`config.mk`:
```
export PLATFORM = sky130hd
export DESIGN_NAME = key_event_arbiter
export DESIGN_NICKNAME = d
export VERILOG_FILES = /design/src/rtl/key_event_arbiter_pkg.sv /design/src/rtl/key_evt_rr_pick.sv /design/src/rtl/key_event_arbiter.sv
export SDC_FILE = /design/constraint.sdc
export NUM_CORES = 1
export LEC_CHECK = 0
export ABC_CLOCK_PERIOD_IN_PS = 2540
export CAP_MARGIN = 0
export CORE_MARGIN = 3
export CORE_UTILIZATION = 40
export DETAILED_ROUTE_END_ITERATION = 7
export PLACE_DENSITY_LB_ADDON = 0.12
export SKIP_CTS_REPAIR_TIMING = 1
export SYNTH_ARGS = -nofsm -noshare
export SYNTH_HDL_FRONTEND = slang
export SYNTH_HIERARCHICAL = 1
export SYNTH_SLANG_ARGS = --single-unit
```
`constraint.sdc`:
```
create_clock -name clk -period 2.54 [get_ports clk]
set_clock_uncertainty 0.15 [all_clocks]
set_input_delay 0.508 -clock clk [delete_from_list [all_inputs] [get_ports clk]]
set_output_delay 0.508 -clock clk [all_outputs]
set_load 0.03 [all_outputs]
```
`src/rtl/key_event_arbiter_pkg.sv`:
```
// Shared definitions for the parking-panel key event arbiter: default sizing,
// the panel's key indices and a small index-wrap helper.
package key_event_arbiter_pkg;

    localparam int DEF_NUM_KEYS   = 4;
    localparam int DEF_FIFO_DEPTH = 4;

    // Key positions on the panel, as wired into key_pulse.
    typedef enum logic [1:0] {
        KEY_ENTRY     = 2'd0,
        KEY_EXIT      = 2'd1,
        KEY_RESET_CNT = 2'd2,
        KEY_ADMIN     = 2'd3
    } key_id_e;

    // Next index in a ring of n positions.
    function automatic int wrap_inc(input int idx, input int n);
        return (idx + 1 >= n) ? 0 : idx + 1;
    endfunction

endpackage

```
`src/rtl/key_evt_rr_pick.sv`:
```
// Combinational round-robin picker: finds the first set request bit starting
// at rr_ptr and wrapping around the key ring.
module key_evt_rr_pick
    import key_event_arbiter_pkg::*;
#(
    parameter int NUM_KEYS = DEF_NUM_KEYS,
    parameter int CODE_W   = 2
) (
    input  logic [NUM_KEYS-1:0] req,
    input  logic [CODE_W-1:0]   rr_ptr,
    output logic                grant_valid,
    output logic [CODE_W-1:0]   grant_idx
);

    logic [CODE_W-1:0] idx;

    // Scan from the farthest offset back to rr_ptr so the nearest request wins.
    always_comb begin
        grant_valid = 1'b0;
        grant_idx   = '0;
        idx         = '0;
        for (int k = NUM_KEYS - 1; k >= 0; k--) begin
            idx = CODE_W'((int'(rr_ptr) + k) % NUM_KEYS);
            if (req[idx]) begin
                grant_valid = 1'b1;
                grant_idx   = idx;
            end
        end
    end

endmodule

```
`src/rtl/key_event_arbiter.sv`:
```
// Key event arbiter: latches one-cycle key pulses as pending, grants them
// round-robin into a show-ahead FIFO and presents the head over valid/ready.
module key_event_arbiter
    import key_event_arbiter_pkg::*;
#(
    parameter int NUM_KEYS   = DEF_NUM_KEYS,
    parameter int FIFO_DEPTH = DEF_FIFO_DEPTH,
    parameter int CODE_W     = 2
) (
    input  logic                          clk,
    input  logic                          rst,
    input  logic [NUM_KEYS-1:0]           key_pulse,
    input  logic                          clr_overflow,
    output logic                          evt_valid,
    output logic [CODE_W-1:0]             evt_code,
    input  logic                          evt_ready,
    output logic [NUM_KEYS-1:0]           pending,
    output logic [$clog2(FIFO_DEPTH):0]   fifo_count,
    output logic                          overflow
);

    localparam int PTR_W = $clog2(FIFO_DEPTH);
    localparam int CNT_W = PTR_W + 1;

    logic [CODE_W-1:0]   rr_ptr;
    logic                grant_valid;
    logic [CODE_W-1:0]   grant_idx;
    logic [NUM_KEYS-1:0] grant_mask;
    logic                room;
    logic                push;
    logic                pop;
    logic                merge;

    logic [CODE_W-1:0]   mem [FIFO_DEPTH];
    logic [PTR_W-1:0]    wr_ptr;
    logic [PTR_W-1:0]    rd_ptr;
    logic [CNT_W-1:0]    count;
    logic [CODE_W-1:0]   last_code;

    key_evt_rr_pick #(
        .NUM_KEYS (NUM_KEYS),
        .CODE_W   (CODE_W)
    ) u_pick (
        .req         (pending),
        .rr_ptr      (rr_ptr),
        .grant_valid (grant_valid),
        .grant_idx   (grant_idx)
    );

    // A slot frees up this edge if the FIFO is not full or the head is leaving.
    assign evt_valid  = (count != '0);
    assign pop        = evt_valid & evt_ready;
    assign room       = (count < CNT_W'(FIFO_DEPTH)) | pop;
    assign push       = room & grant_valid;
    assign fifo_count = count;

    // Show-ahead head; when empty keep showing the last delivered code.
    assign evt_code = evt_valid ? mem[rd_ptr] : last_code;

    // One-hot of the key granted this edge; a pulse on it starts a fresh pending event.
    always_comb begin
        grant_mask = '0;
        if (push) begin
            grant_mask[grant_idx] = 1'b1;
        end
    end

    assign merge = |(key_pulse & pending & ~grant_mask);

    // Pending latch and round-robin pointer.
    always_ff @(posedge clk or posedge rst) begin
        if (rst) begin
            pending <= '0;
            rr_ptr  <= '0;
        end else begin
            pending <= (pending & ~grant_mask) | key_pulse;
            if (push) begin
                rr_ptr <= CODE_W'(wrap_inc(int'(grant_idx), NUM_KEYS));
            end
        end
    end

    // Sticky overflow: a merge on the same edge beats the clear.
    always_ff @(posedge clk or posedge rst) begin
        if (rst) begin
            overflow <= 1'b0;
        end else if (merge) begin
            overflow <= 1'b1;
        end else if (clr_overflow) begin
            overflow <= 1'b0;
        end
    end

    // FIFO pointers, occupancy and last-delivered code.
    always_ff @(posedge clk or posedge rst) begin
        if (rst) begin
            wr_ptr    <= '0;
            rd_ptr    <= '0;
            count     <= '0;
            last_code <= '0;
        end else begin
            if (push) begin
                wr_ptr <= wr_ptr + 1'b1;
            end
            if (pop) begin
                rd_ptr    <= rd_ptr + 1'b1;
                last_code <= mem[rd_ptr];
            end
            case ({push, pop})
                2'b10:   count <= count + 1'b1;
                2'b01:   count <= count - 1'b1;
                default: count <= count;
            endcase
        end
    end

    // FIFO storage; only read while occupied, so it needs no reset.
    always_ff @(posedge clk) begin
        if (push) begin
            mem[wr_ptr] <= grant_idx;
        end
    end

endmodule

```
==> impl_results.md, run 1 <==
- Status: finished clean
- CP Launch Type: register
- Final Cell Area: 1580 um^2
- Post-synth EDFFs: 8
- Simple-Gate Fraction of Synth Area: 12.6%
- Max-Cap Viols: 0
- Worst slack at placement: -18.3 ps
- Largest family of logic cells by synthesized area: simple AND/OR/NAND/NOR gates
- Antenna-violating nets left: 0
- Warnings, synthesis: 6
- Number of global-route vias before repair: 918
- Nets@finish: 150
- Iter 0 DRT Violations: 38
- Drt pass-1 iters: 4
- DP Cell Count: 169
- DRC Markers: 0
- Slew at the pin closest to its max-slew limit: between 600 and 700 ps
- Post-route clock period utilization: 96.5%
- CTS sink count: 24
- Share of cells above drive strength 1: 16.0%
- Post-synthesis cell count: roughly 110
- Setup TNS: 0 ps
- Synth top area cells: dfrtp_1 31%, edfxtp_1 19%, ha_1 8.8%
- Antenna violations before repair: 0
- Met2 global-route usage: a little under a quarter
- Hpwl dp: roughly 1.7 mm
- Library cells used by synthesis: 32
- Worst path slowest cell: mux4_2
- Endpoint class of the critical path: primary output
- Die area: 3900 um^2
- Xor/xnor share of the synthesized area: approximately 4.1%
- CTS max path bufs: 2
- VDD IR max: 639 uV
- Largest net degree at the start of global routing: 17
- Leakage: about 0.72 nW
- Grt ovf: 0
- Power Dens Cells: 1490 nW/um^2
- Mean routed wirelength per cell: ~14 um
- Synthesized area per cell: about 12 um^2
- Final setup vio count: 0
- Arr. time, crit path: around 1800 ps
- FMAX: roughly 410 MHz
- Fillers: around 270
- Setup slack, reg-to-reg: approximately 210 ps
- Met3 Use GR: between 2 and 3%
- Setup ws final: approximately 90 ps
- H-tree Lvls: 1
- Crit path max fanout: 4
- Post-layout minimum cycle time: 2450 ps
- Starting Density: between 40% and 50%
- Syn Nets: 125
- Final GP Congestion: 0.738
- Final WL: ~2.4 mm
- Synth top area share: roughly a third
- Total CTS buffers: 3
- Site row count: 19
- GRT met1 Usage: 15.9%
- Busiest grt layer: met2
- Worst-path cell chain: mux4_2 -> mux2_2 -> dlymetal6s2s_1
- Reg area: 642 um^2
- Syn-to-layout area delta: 23.5%
- Area of the multi-input gates: roughly 560 um^2
- Die Y: between 60 and 70 um
- Hold crit path type: register to register
- Final slew viol count: 0
- Via count: 847
- Post-synthesis adder-cell area fraction: about 10%
- Via density: a little under 5
- Final Hold Vio Count: 0
- Port Buffer Count: 18
- Post-DP Area: 1520 um^2
- Crit-path max cell delay: 530 ps
- Worst skew pair latency: 320 ps
- Synth Area in Compound Gates: 8.63%
- Data required, critical path: between 1500 and 2000 ps
- Die Wd: 62.5 um
- Multiplexer share of the synthesized area: 8.43%
- Tot GR Track Use: between 10% and 20%
- Kind of critical path: register to primary output
- Non-Filler Instances: 173
- Total I/O pin count: 19
- Core Footprint: 2900 um^2
- Syn Std Cell Area: between 1000 and 1500 um^2
- Most common flop cell mapped by yosys: dfrtp_1
- Reg clk slew, reported paths: 140 ps
- Rel. slew slack: ~58%
- Yosys top cell by area: dfrtp_1
- Ys async rst share: roughly two thirds
- Flops & latches, synth: 24
- Synth top cells by count: 16 x dfrtp_1, 16 x nand2_1, 9 x ha_1, 9 x inv_1, 8 x edfxtp_1
- First-pass GRT wire length: 4.22 mm
- Antenna diodes: 0
- CTS tree: done
- Register area share after synthesis: 50.2%
- CTS root buf: clkbuf_4
==> placed cells by master, fill, tap and decap left out <==
| cell type | netlist | routed |
|---|---|---|
| bufinv_16 | 0 | 1 |
| clkdlybuf4s50_1 | 0 | 15 |
| xnor2_1 | 3 | 3 |
| edfxtp_1 | 8 | 8 |
| or3_1 | 1 | 1 |
| xor2_1 | 3 | 3 |
| a31oi_1 | 1 | 1 |
| a21o_1 | 4 | 4 |
| and2_4 | 2 | 2 |
| mux4_2 | 2 | 2 |
| and3_1 | 4 | 4 |
| mux2_4 | 2 | 2 |
| fa_1 | 1 | 1 |
| a21oi_1 | 2 | 2 |
| mux2_2 | 2 | 2 |
| clkbuf_4 | 0 | 3 |
| a311o_1 | 2 | 2 |
| inv_1 | 9 | 9 |
| dfrtp_1 | 16 | 15 |
| ha_1 | 9 | 9 |
| nand2_1 | 16 | 16 |
| buf_4 | 0 | 5 |
| nor3b_1 | 1 | 1 |
| nand2b_4 | 1 | 1 |
| dlymetal6s2s_1 | 0 | 3 |
| nand2b_1 | 2 | 2 |
| mux2i_1 | 1 | 1 |
| o21ai_0 | 2 | 2 |
| o22ai_1 | 1 | 1 |
| a211oi_1 | 1 | 1 |
| dfrtp_2 | 0 | 1 |
| nor2_1 | 5 | 5 |
| o31ai_1 | 1 | 1 |
| a211oi_2 | 1 | 1 |
| inv_4 | 1 | 1 |
==> logic make-up (layout without fill, tap and decap cells) <==
family,after synthesis,after routing
xor gates and xnor gates,6,6
AOI/OAI and AO/OA,15,15
DFF,24,24
adders and majority gates,10,10
muxes,7,7
and+or+nand+nor,32,32
buffers and inverters,13,37
==> power breakdown <==
part / internal [W] / switching (W)
clock: 0.000160 / 0.000122
combinational: 0.000591 / 0.000685
sequential: 0.000640 / 0.000153
total: 0.00139 / 0.000960
==> registers in the layout (all words and copies together), names as in the netlist <==
register    count
rd_ptr          2
wr_ptr          2
last_code       2
fifo_count      3
rr_ptr          2
mem             8
overflow        1
pending         4
==> metrics by stage <==
| stage | power [W] | hold slack (ps) | utilization (%) |
|---|---|---|---|
| 6_report | 0.00235 | 380 | 54.4 |
| 5_1_grt | 0.00255 | 399 | 54.4 |
| 4_1_cts | 0.00238 | 383 | 54.1 |
| 3_5_place_dp | 0.00208 | 344 | 52.2 |
| 3_3_place_gp | 0.00205 | 343 | 52.2 |
| 2_1_floorplan | 0.00168 | 272 | - |
==> path summary, 6_finish.rpt <==
check,start,endpoint,cells past startpoint
max in group asynchronous,rst,rd_ptr[0],2
min,last_code[0],last_code[0],1
max,rd_ptr[0],evt_code[1],3
min reg2reg,last_code[0],last_code[0],1
max reg2reg,pending[3],overflow,8
min in group asynchronous,rst,last_code[0],2
==> layout make-up <==
class | instances | area share (%)
clock buffers | 3 | 1.43
repair buffers | 23 | 14.3
inverters | 10 | 2.54
flip-flops and latches | 24 | 40.7
well taps | 42 | 3.33
clock inverters | 1 | 1.90
multi-input cells | 70 | 35.8
==> worst max-delay path: cells and delay by family (launching register included) <==
family,cells,cell delay [ps]
buf+inv,1,240
flops,1,440
mux,2,800
==> per-layer routing <==
layer  vias up  part of all wire [%]  wire length, um
li1        409                     -                -
met1       418                    46             1090
met2        18                    48             1140
met3         2                   4.5              106
met4         0                  0.98               23
met5         -                     0                0
(Power assumes the default switching activity.)
==> run 2, diff against run 1 <==
--- a/config.mk
+++ b/config.mk
@@ -14,5 +14,4 @@
 export SKIP_CTS_REPAIR_TIMING = 1
 export SYNTH_ARGS = -nofsm -noshare
 export SYNTH_HDL_FRONTEND = slang
-export SYNTH_HIERARCHICAL = 1
 export SYNTH_SLANG_ARGS = --single-unit
==> impl_results.md, run 2 <==
- Register area share after synthesis: 50.9% (was 50.2%)
- Crit Reg-Reg Startpoint: pending[1] (was pending[3])
- FMAX: 409 MHz (was 408 MHz)
- Setup slack, reg-to-reg: 250 ps (was 210 ps)
- Die Y: 62.1 um (was 62.5 um)
- Reg clk slew, reported paths: 130 ps (was 140 ps)
- Final Hold Vio Count: 0 (unchanged)
- CTS root buf: clkbuf_4 (unchanged)
- Mean routed wirelength per cell: 12.5 um (was 13.6 um)
- CP bufs+invs: 1 (unchanged)
- CTS max path bufs: 2 (unchanged)
- Cell family with most CP delay: multiplexers (unchanged)
- Worst-path cell chain: mux4_2 -> mux2_2 -> dlymetal6s2s_1 (unchanged)
- Worst-case reg-to-reg path depth: 8 (unchanged)
- Commonest non-fill, non-tap cell in the layout: nand2_1 (unchanged)
- Reg with most FFs: mem (unchanged)
- Crit path from: rd_ptr[0] (unchanged)
- Commonest non-fill, non-tap cells in the layout: 17 x nand2_1, 15 x dfrtp_1, 15 x clkdlybuf4s50_1, 12 x inv_1, 9 x ha_1 (was 16 x nand2_1, 15 x dfrtp_1, 15 x clkdlybuf4s50_1, 9 x inv_1, 9 x ha_1)
- Final WL: 2.22 mm (was 2.36 mm)
- Xor/xnor share of the synthesized area: 4.18% (was 4.12%)
- Largest family of logic cells by synthesized area: simple AND/OR/NAND/NOR gates (unchanged)
- Reg2reg end: fifo_count[2] (was overflow)
- Yosys top cell by area: dfrtp_1 (unchanged)
- Warnings, synthesis: 0 (was 6)
- Total I/O pin count: 19 (unchanged)
- Drt pass-1 iters: 2 (was 4)
- Synth top area share: 31.8% (was 31.4%)
- Arr. time, crit path: 1790 ps (about the same)
- Post-DP Area: 1530 um^2 (was 1520 um^2)
- Starting Density: 43.7% (was 44.0%)
- Final core utilization: 54.9% (was 54.4%)
- Antenna violations before repair: 0 (unchanged)
- Die area: 3850 um^2 (was 3900 um^2)
- Largest register FFs: 8 (unchanged)
- Via count: 837 (was 847)
- Synth top cells by count: 17 x nand2_1, 16 x dfrtp_1, 12 x inv_1, 9 x ha_1, 8 x edfxtp_1 (was 16 x dfrtp_1, 16 x nand2_1, 9 x ha_1, 9 x inv_1, 8 x edfxtp_1)
- Leakage: 0.731 nW (was 0.715 nW)
- Final Cell Area: 1580 um^2 (about the same)
- Post-route clock period utilization: 96.2% (was 96.5%)
- Power Dens Cells: 1330 nW/um^2 (was 1490 nW/um^2)
- Flops & latches, synth: 24 (unchanged)
- Final setup vio count: 0 (unchanged)
- Hold crit path type: register to register (unchanged)
- Port Buffer Count: 18 (unchanged)
- Nets@finish: 155 (was 150)
- Antenna-violating nets left: 0 (unchanged)
- Crit-path max cell delay: 520 ps (was 530 ps)
- Worst skew pair latency: 320 ps (about the same)
- Share of cells above drive strength 1: 15.4% (was 16.0%)
- Crit path max fanout: 4 (unchanged)
- Slew at the pin closest to its max-slew limit: 638 ps (was 623 ps)
- Simple-Gate Fraction of Synth Area: 11.0% (was 12.6%)
- Site row count: 19 (unchanged)
- Final slew viol count: 0 (unchanged)
- Total CTS buffers: 3 (unchanged)
- Die Wd: 62.1 um (was 62.5 um)
- Ys async rst share: 66.7% (unchanged)
- Syn-to-layout area delta: 25.6% (was 23.5%)
- DRC Markers: 0 (unchanged)
- Worst path slowest cell: mux4_2 (unchanged)
- Post-layout minimum cycle time: 2440 ps (was 2450 ps)
- Top-count cell post-synth: nand2_1
- Syn Nets: 126 (was 125)
- VDD IR max: 572 uV (was 639 uV)
- CP Launch Type: register (unchanged)
- Data required, critical path: 1880 ps (about the same)
- CP endpoint: evt_code[0] (was evt_code[1])
- Number of global-route vias before repair: 817 (was 918)
- Antenna diodes: 0 (unchanged)
- Synth top area cells: dfrtp_1 32%, edfxtp_1 19%, ha_1 9.0% (was dfrtp_1 31%, edfxtp_1 19%, ha_1 8.8%)
- Multiplexer share of the synthesized area: 8.16% (was 8.43%)
- Syn Std Cell Area: 1260 um^2 (was 1280 um^2)
- CTS sink count: 24 (unchanged)
- Kind of critical path: register to primary output (unchanged)
- Grt ovf: 0 (unchanged)
- Setup TNS: 0 ps (unchanged)
- Synthesized area per cell: 11.6 um^2 (was 11.9 um^2)
- Library cells used by synthesis: 29 (was 32)
- Via density: 4.70 (was 4.90)
- Largest net degree at the start of global routing: 17 (unchanged)
- Most common flop cell mapped by yosys: dfrtp_1 (unchanged)
- Crit path depth: 3 (unchanged)
- Rel. slew slack: 57.4% (was 58.4%)
- Hpwl dp: 1.68 mm (was 1.74 mm)
- Iter 0 DRT Violations: 45 (was 38)
- Status: finished clean (unchanged)
- Final GP Congestion: 0.758 (was 0.738)
- Core Footprint: 2880 um^2 (was 2900 um^2)
- Post-synthesis cell count: 108 (was 107)
- Tot GR Track Use: 13.8% (was 13.3%)
- First-pass GRT wire length: 3.79 mm (was 4.22 mm)
- Post-synthesis adder-cell area fraction: 10.5% (was 10.4%)
- RSZ-0062 raised after global routing: false
- Synth Area in Compound Gates: 10.2% (was 8.63%)
- Post-synth EDFFs: 8 (unchanged)
- Endpoint class of the critical path: primary output (unchanged)
- H-tree Lvls: 1 (unchanged)
- CTS tree: done (unchanged)
- Max-Cap Viols: 0 (unchanged)
run 2: cell types whose count changed in the layout (fill, tap and decap cells not counted), sizes merged, moves of 2 or more:
| cell | change |
|---|---|
| and3 | -4 |
| a21oi | +3 |
| buf | +3 |
| a211oi | -2 |
| a311o | -2 |
| and2 | +2 |
| inv | +2 |
| nand2 | +2 |
run 2: kinds of logic (layout without fill, tap and decap cells):
logic type / Yosys count / in the layout
and+or+nand+nor: 30 / 30
DFF: 24 / 24
AOI/OAI and AO/OA: 17 / 17
buffers and inverters: 14 / 42
adders and majority gates: 10 / 10
muxes: 7 / 7
xor gates and xnor gates: 6 / 6
run 2: power breakdown:
group	internal (W)	total, W	leakage, nW	switching [W]
Combinational	0.000544	0.00114	0.459	0.000594
Sequential	0.000618	0.000756	0.251	0.000137
Clock	0.0000877	0.000207	0.0210	0.000119
run 2: metal layers:
layer	track usage, %	up-vias	share of wire (%)
li1	-	417	-
met1	18.1	400	45
met2	21.2	16	49
met3	4.96	4	4.3
met4	4.55	0	1.2
met5	0	-	0
run 2: final cells by class:
class	instances	area (um^2)
flip-flops and latches	24	642
inverters	12	45.0
well taps	42	52.6
fillers	260	1300
repair buffers	26	248
multi-input cells	70	556
clock buffers	4	36.3
run 2: metrics by stage:
| stage | setup WS, ps | hold slack, ps | cells | power [W] |
|---|---|---|---|---|
| final | 95.9 | 337 | 178 | 0.00210 |
| after global placement | 7.02 | 313 | 174 | 0.00190 |
| after detailed placement | -9.12 | 309 | 174 | 0.00192 |
| after floorplan | 59.9 | 272 | 108 | 0.00154 |
| after global routing | 1.83 | 383 | 178 | 0.00229 |
| after CTS | -319 | 343 | 178 | 0.00213 |
run 2: worst min-delay path by stage:
stage                             from       endpoint  slack, ps  depth (start not counted)
after floorplan                    rst  fifo_count[0]        270                          1
after global placement    last_code[1]   last_code[1]        310                          2
after detailed placement  last_code[0]   last_code[0]        310                          2
final                     last_code[0]   last_code[0]        340                          2
after CTS                 last_code[0]   last_code[0]        340                          2
after global routing      last_code[1]   last_code[1]        380                          2
run 2: worst register-to-register path: cells and delay by family, from the launching register on:
| kind | cells | cell delay [ps] |
|---|---|---|
| buffers and inverters | 2 | 130 |
| adder cells (fa/ha/maj) | 2 | 530 |
| AO/OA/AOI/OAI | 1 | 520 |
| flip-flops | 1 | 490 |
| AND/OR/NAND/NOR | 1 | 110 |
| XOR/XNOR | 2 | 300 |
==> run 3, diff against run 2 <==
--- a/config.mk
+++ b/config.mk
@@ -5,12 +5,9 @@
 export SDC_FILE = /design/constraint.sdc
 export NUM_CORES = 1
 export LEC_CHECK = 0
-export ABC_CLOCK_PERIOD_IN_PS = 2540
-export CAP_MARGIN = 0
 export CORE_MARGIN = 3
 export CORE_UTILIZATION = 40
 export DETAILED_ROUTE_END_ITERATION = 7
-export PLACE_DENSITY_LB_ADDON = 0.12
 export SKIP_CTS_REPAIR_TIMING = 1
 export SYNTH_ARGS = -nofsm -noshare
 export SYNTH_HDL_FRONTEND = slang
==> impl_results.md, run 3 (synthesis results as in run 2) <==
- Status: finished clean (unchanged)
- Rel. slew slack: 54.9% (was 57.4%)
- Die Wd: 62.1 um (unchanged)
- Die Y: 62.1 um (unchanged)
- Leakage: 0.725 nW (was 0.731 nW)
- CTS max path bufs: 2 (unchanged)
- Final WL: 2.23 mm (was 2.22 mm)
- CTS tree: done (unchanged)
- Reg clk slew, reported paths: 130 ps (about the same)
- Via density: 4.75 (was 4.70)
- Post-route clock period utilization: 96.7% (was 96.2%)
- Nets@finish: 154 (was 155)
- Hold WS: 338 ps (was 337 ps)
- Power Dens Cells: 1370 nW/um^2 (was 1330 nW/um^2)
- Crit-path max cell delay: 540 ps (was 520 ps)
- Slew at the pin closest to its max-slew limit: 675 ps (was 638 ps)
- Antenna violations before repair: 0 (unchanged)
- FMAX: 407 MHz (was 409 MHz)
- Grt ovf: 0 (unchanged)
- CTS root buf: clkbuf_4 (unchanged)
- Worst-path cell chain: mux4_2 -> mux2_2 -> dlymetal6s2s_1 (unchanged)
- Commonest non-fill, non-tap cells in the layout: 17 x nand2_1, 16 x dfrtp_1, 15 x clkdlybuf4s50_1, 12 x inv_1, 9 x ha_1 (was 17 x nand2_1, 15 x dfrtp_1, 15 x clkdlybuf4s50_1, 12 x inv_1, 9 x ha_1)
- Worst skew pair latency: 310 ps (was 320 ps)
- Endpoint class of the critical path: primary output (unchanged)
- DRC Markers: 0 (unchanged)
- Final setup vio count: 0 (unchanged)
- Worst path slowest cell: mux4_2 (unchanged)
- Final slew viol count: 0 (unchanged)
- Worst slack at placement: 17.1 ps (was -9.12 ps)
- Tot GR Track Use: 13.5% (was 13.8%)
- Post-layout minimum cycle time: 2460 ps (was 2440 ps)
- Fillers: 262 (was 260)
- CP bufs+invs: 1 (unchanged)
- Core Footprint: 2880 um^2 (unchanged)
- CTS sink count: 24 (unchanged)
- First-pass GRT wire length: 3.80 mm (was 3.79 mm)
- Hpwl dp: 1.67 mm (was 1.68 mm)
- Data required, critical path: 1880 ps (about the same)
- Crit path max fanout: 3 (was 4)
- Port Buffer Count: 18 (unchanged)
- Arr. time, crit path: 1800 ps (was 1790 ps)
- H-tree Lvls: 1 (unchanged)
- Largest net degree at the start of global routing: 17 (unchanged)
- Iter 0 DRT Violations: 27 (was 45)
- Drt pass-1 iters: 4 (was 2)
- Starting Density: 43.7% (unchanged)
- VDD IR max: 626 uV (was 572 uV)
- Setup ws final: 83.4 ps (was 95.9 ps)
- Total power: 0.00216 W (was 0.00210 W)
- Largest register FFs: 8 (unchanged)
- Total I/O pin count: 19 (unchanged)
- Total CTS buffers: 3 (unchanged)
- Final GP Congestion: 0.776 (was 0.758)
- Max-Cap Viols: 0 (unchanged)
- Site row count: 19 (unchanged)
- Commonest non-fill, non-tap cell in the layout: nand2_1 (unchanged)
- Final Hold Vio Count: 0 (unchanged)
- Via count: 841 (was 837)
- Share of cells above drive strength 1: 14.8% (was 15.4%)
- Antenna diodes: 0 (unchanged)
- Kind of critical path: register to primary output (unchanged)
- CP Launch Type: register (unchanged)
- Die area: 3850 um^2 (unchanged)
- Reg with most FFs: mem (unchanged)
- Antenna-violating nets left: 0 (unchanged)
- Syn-to-layout area delta: 25.6% (unchanged)
- Number of global-route vias before repair: 872 (was 817)
- Cell family with most CP delay: multiplexers (unchanged)
- RSZ-0062 raised after global routing: false (unchanged)
- Hold crit path type: register to register (unchanged)
- Mean routed wirelength per cell: 12.6 um (was 12.5 um)
==> run 3: path summary, 6_finish.rpt <==
path	from	to	slack, ps	cells after the start
max	rd_ptr[0]	evt_code[1]	80	3
min	last_code[1]	last_code[1]	340	2
max reg2reg	pending[1]	fifo_count[2]	240	8
min reg2reg	last_code[1]	last_code[1]	340	2
max in group asynchronous	rst	overflow	1390	2
min in group asynchronous	rst	rd_ptr[0]	420	2
==> run 3: area by class of cell <==
class / count / area, um^2 / share of cell area (%)
clock buffer: 3 / 22.5 / 1.43
inverter: 12 / 45.0 / 2.85
sequential: 24 / 641 / 40.6
clock inverter: 1 / 30.0 / 1.90
tap: 42 / 52.6 / 3.33
multi-input combinational: 70 / 556 / 35.2
timing repair buffer: 25 / 233 / 14.7
==> run 3: per-layer routing <==
metal  share of wire, %  vias to the layer above  global-route usage, %
met2                 47                       22                   21.4
met3                3.6                        2                   3.72
met1                 48                      401                   17.2
met4                1.2                        0                   5.76
li1                   -                      416                      -
met5                  0                        -                      0
==> run 3: stage by stage <==
step | util (%) | TNS, ps | instance area, um^2 | instances
after floorplan | - | 0 | 1260 | 108
after global placement | 53.1 | 0 | 1530 | 173
after detailed placement | 53.1 | 0 | 1530 | 173
after CTS | 54.9 | -696 | 1580 | 177
after global routing | 54.9 | 0 | 1580 | 177
final | 54.9 | 0 | 1580 | 177
==> run 3: report_power, final <==
part           internal, W  switching [W]
Combinational     0.000529       0.000595
Clock             0.000159       0.000117
Sequential        0.000616       0.000142
==> run 3: tightest hold or removal path, stage by stage (launching register included) <==
cell and delay (ps):
dfrtp_1 370, nand2_1 50, nand2_1 50
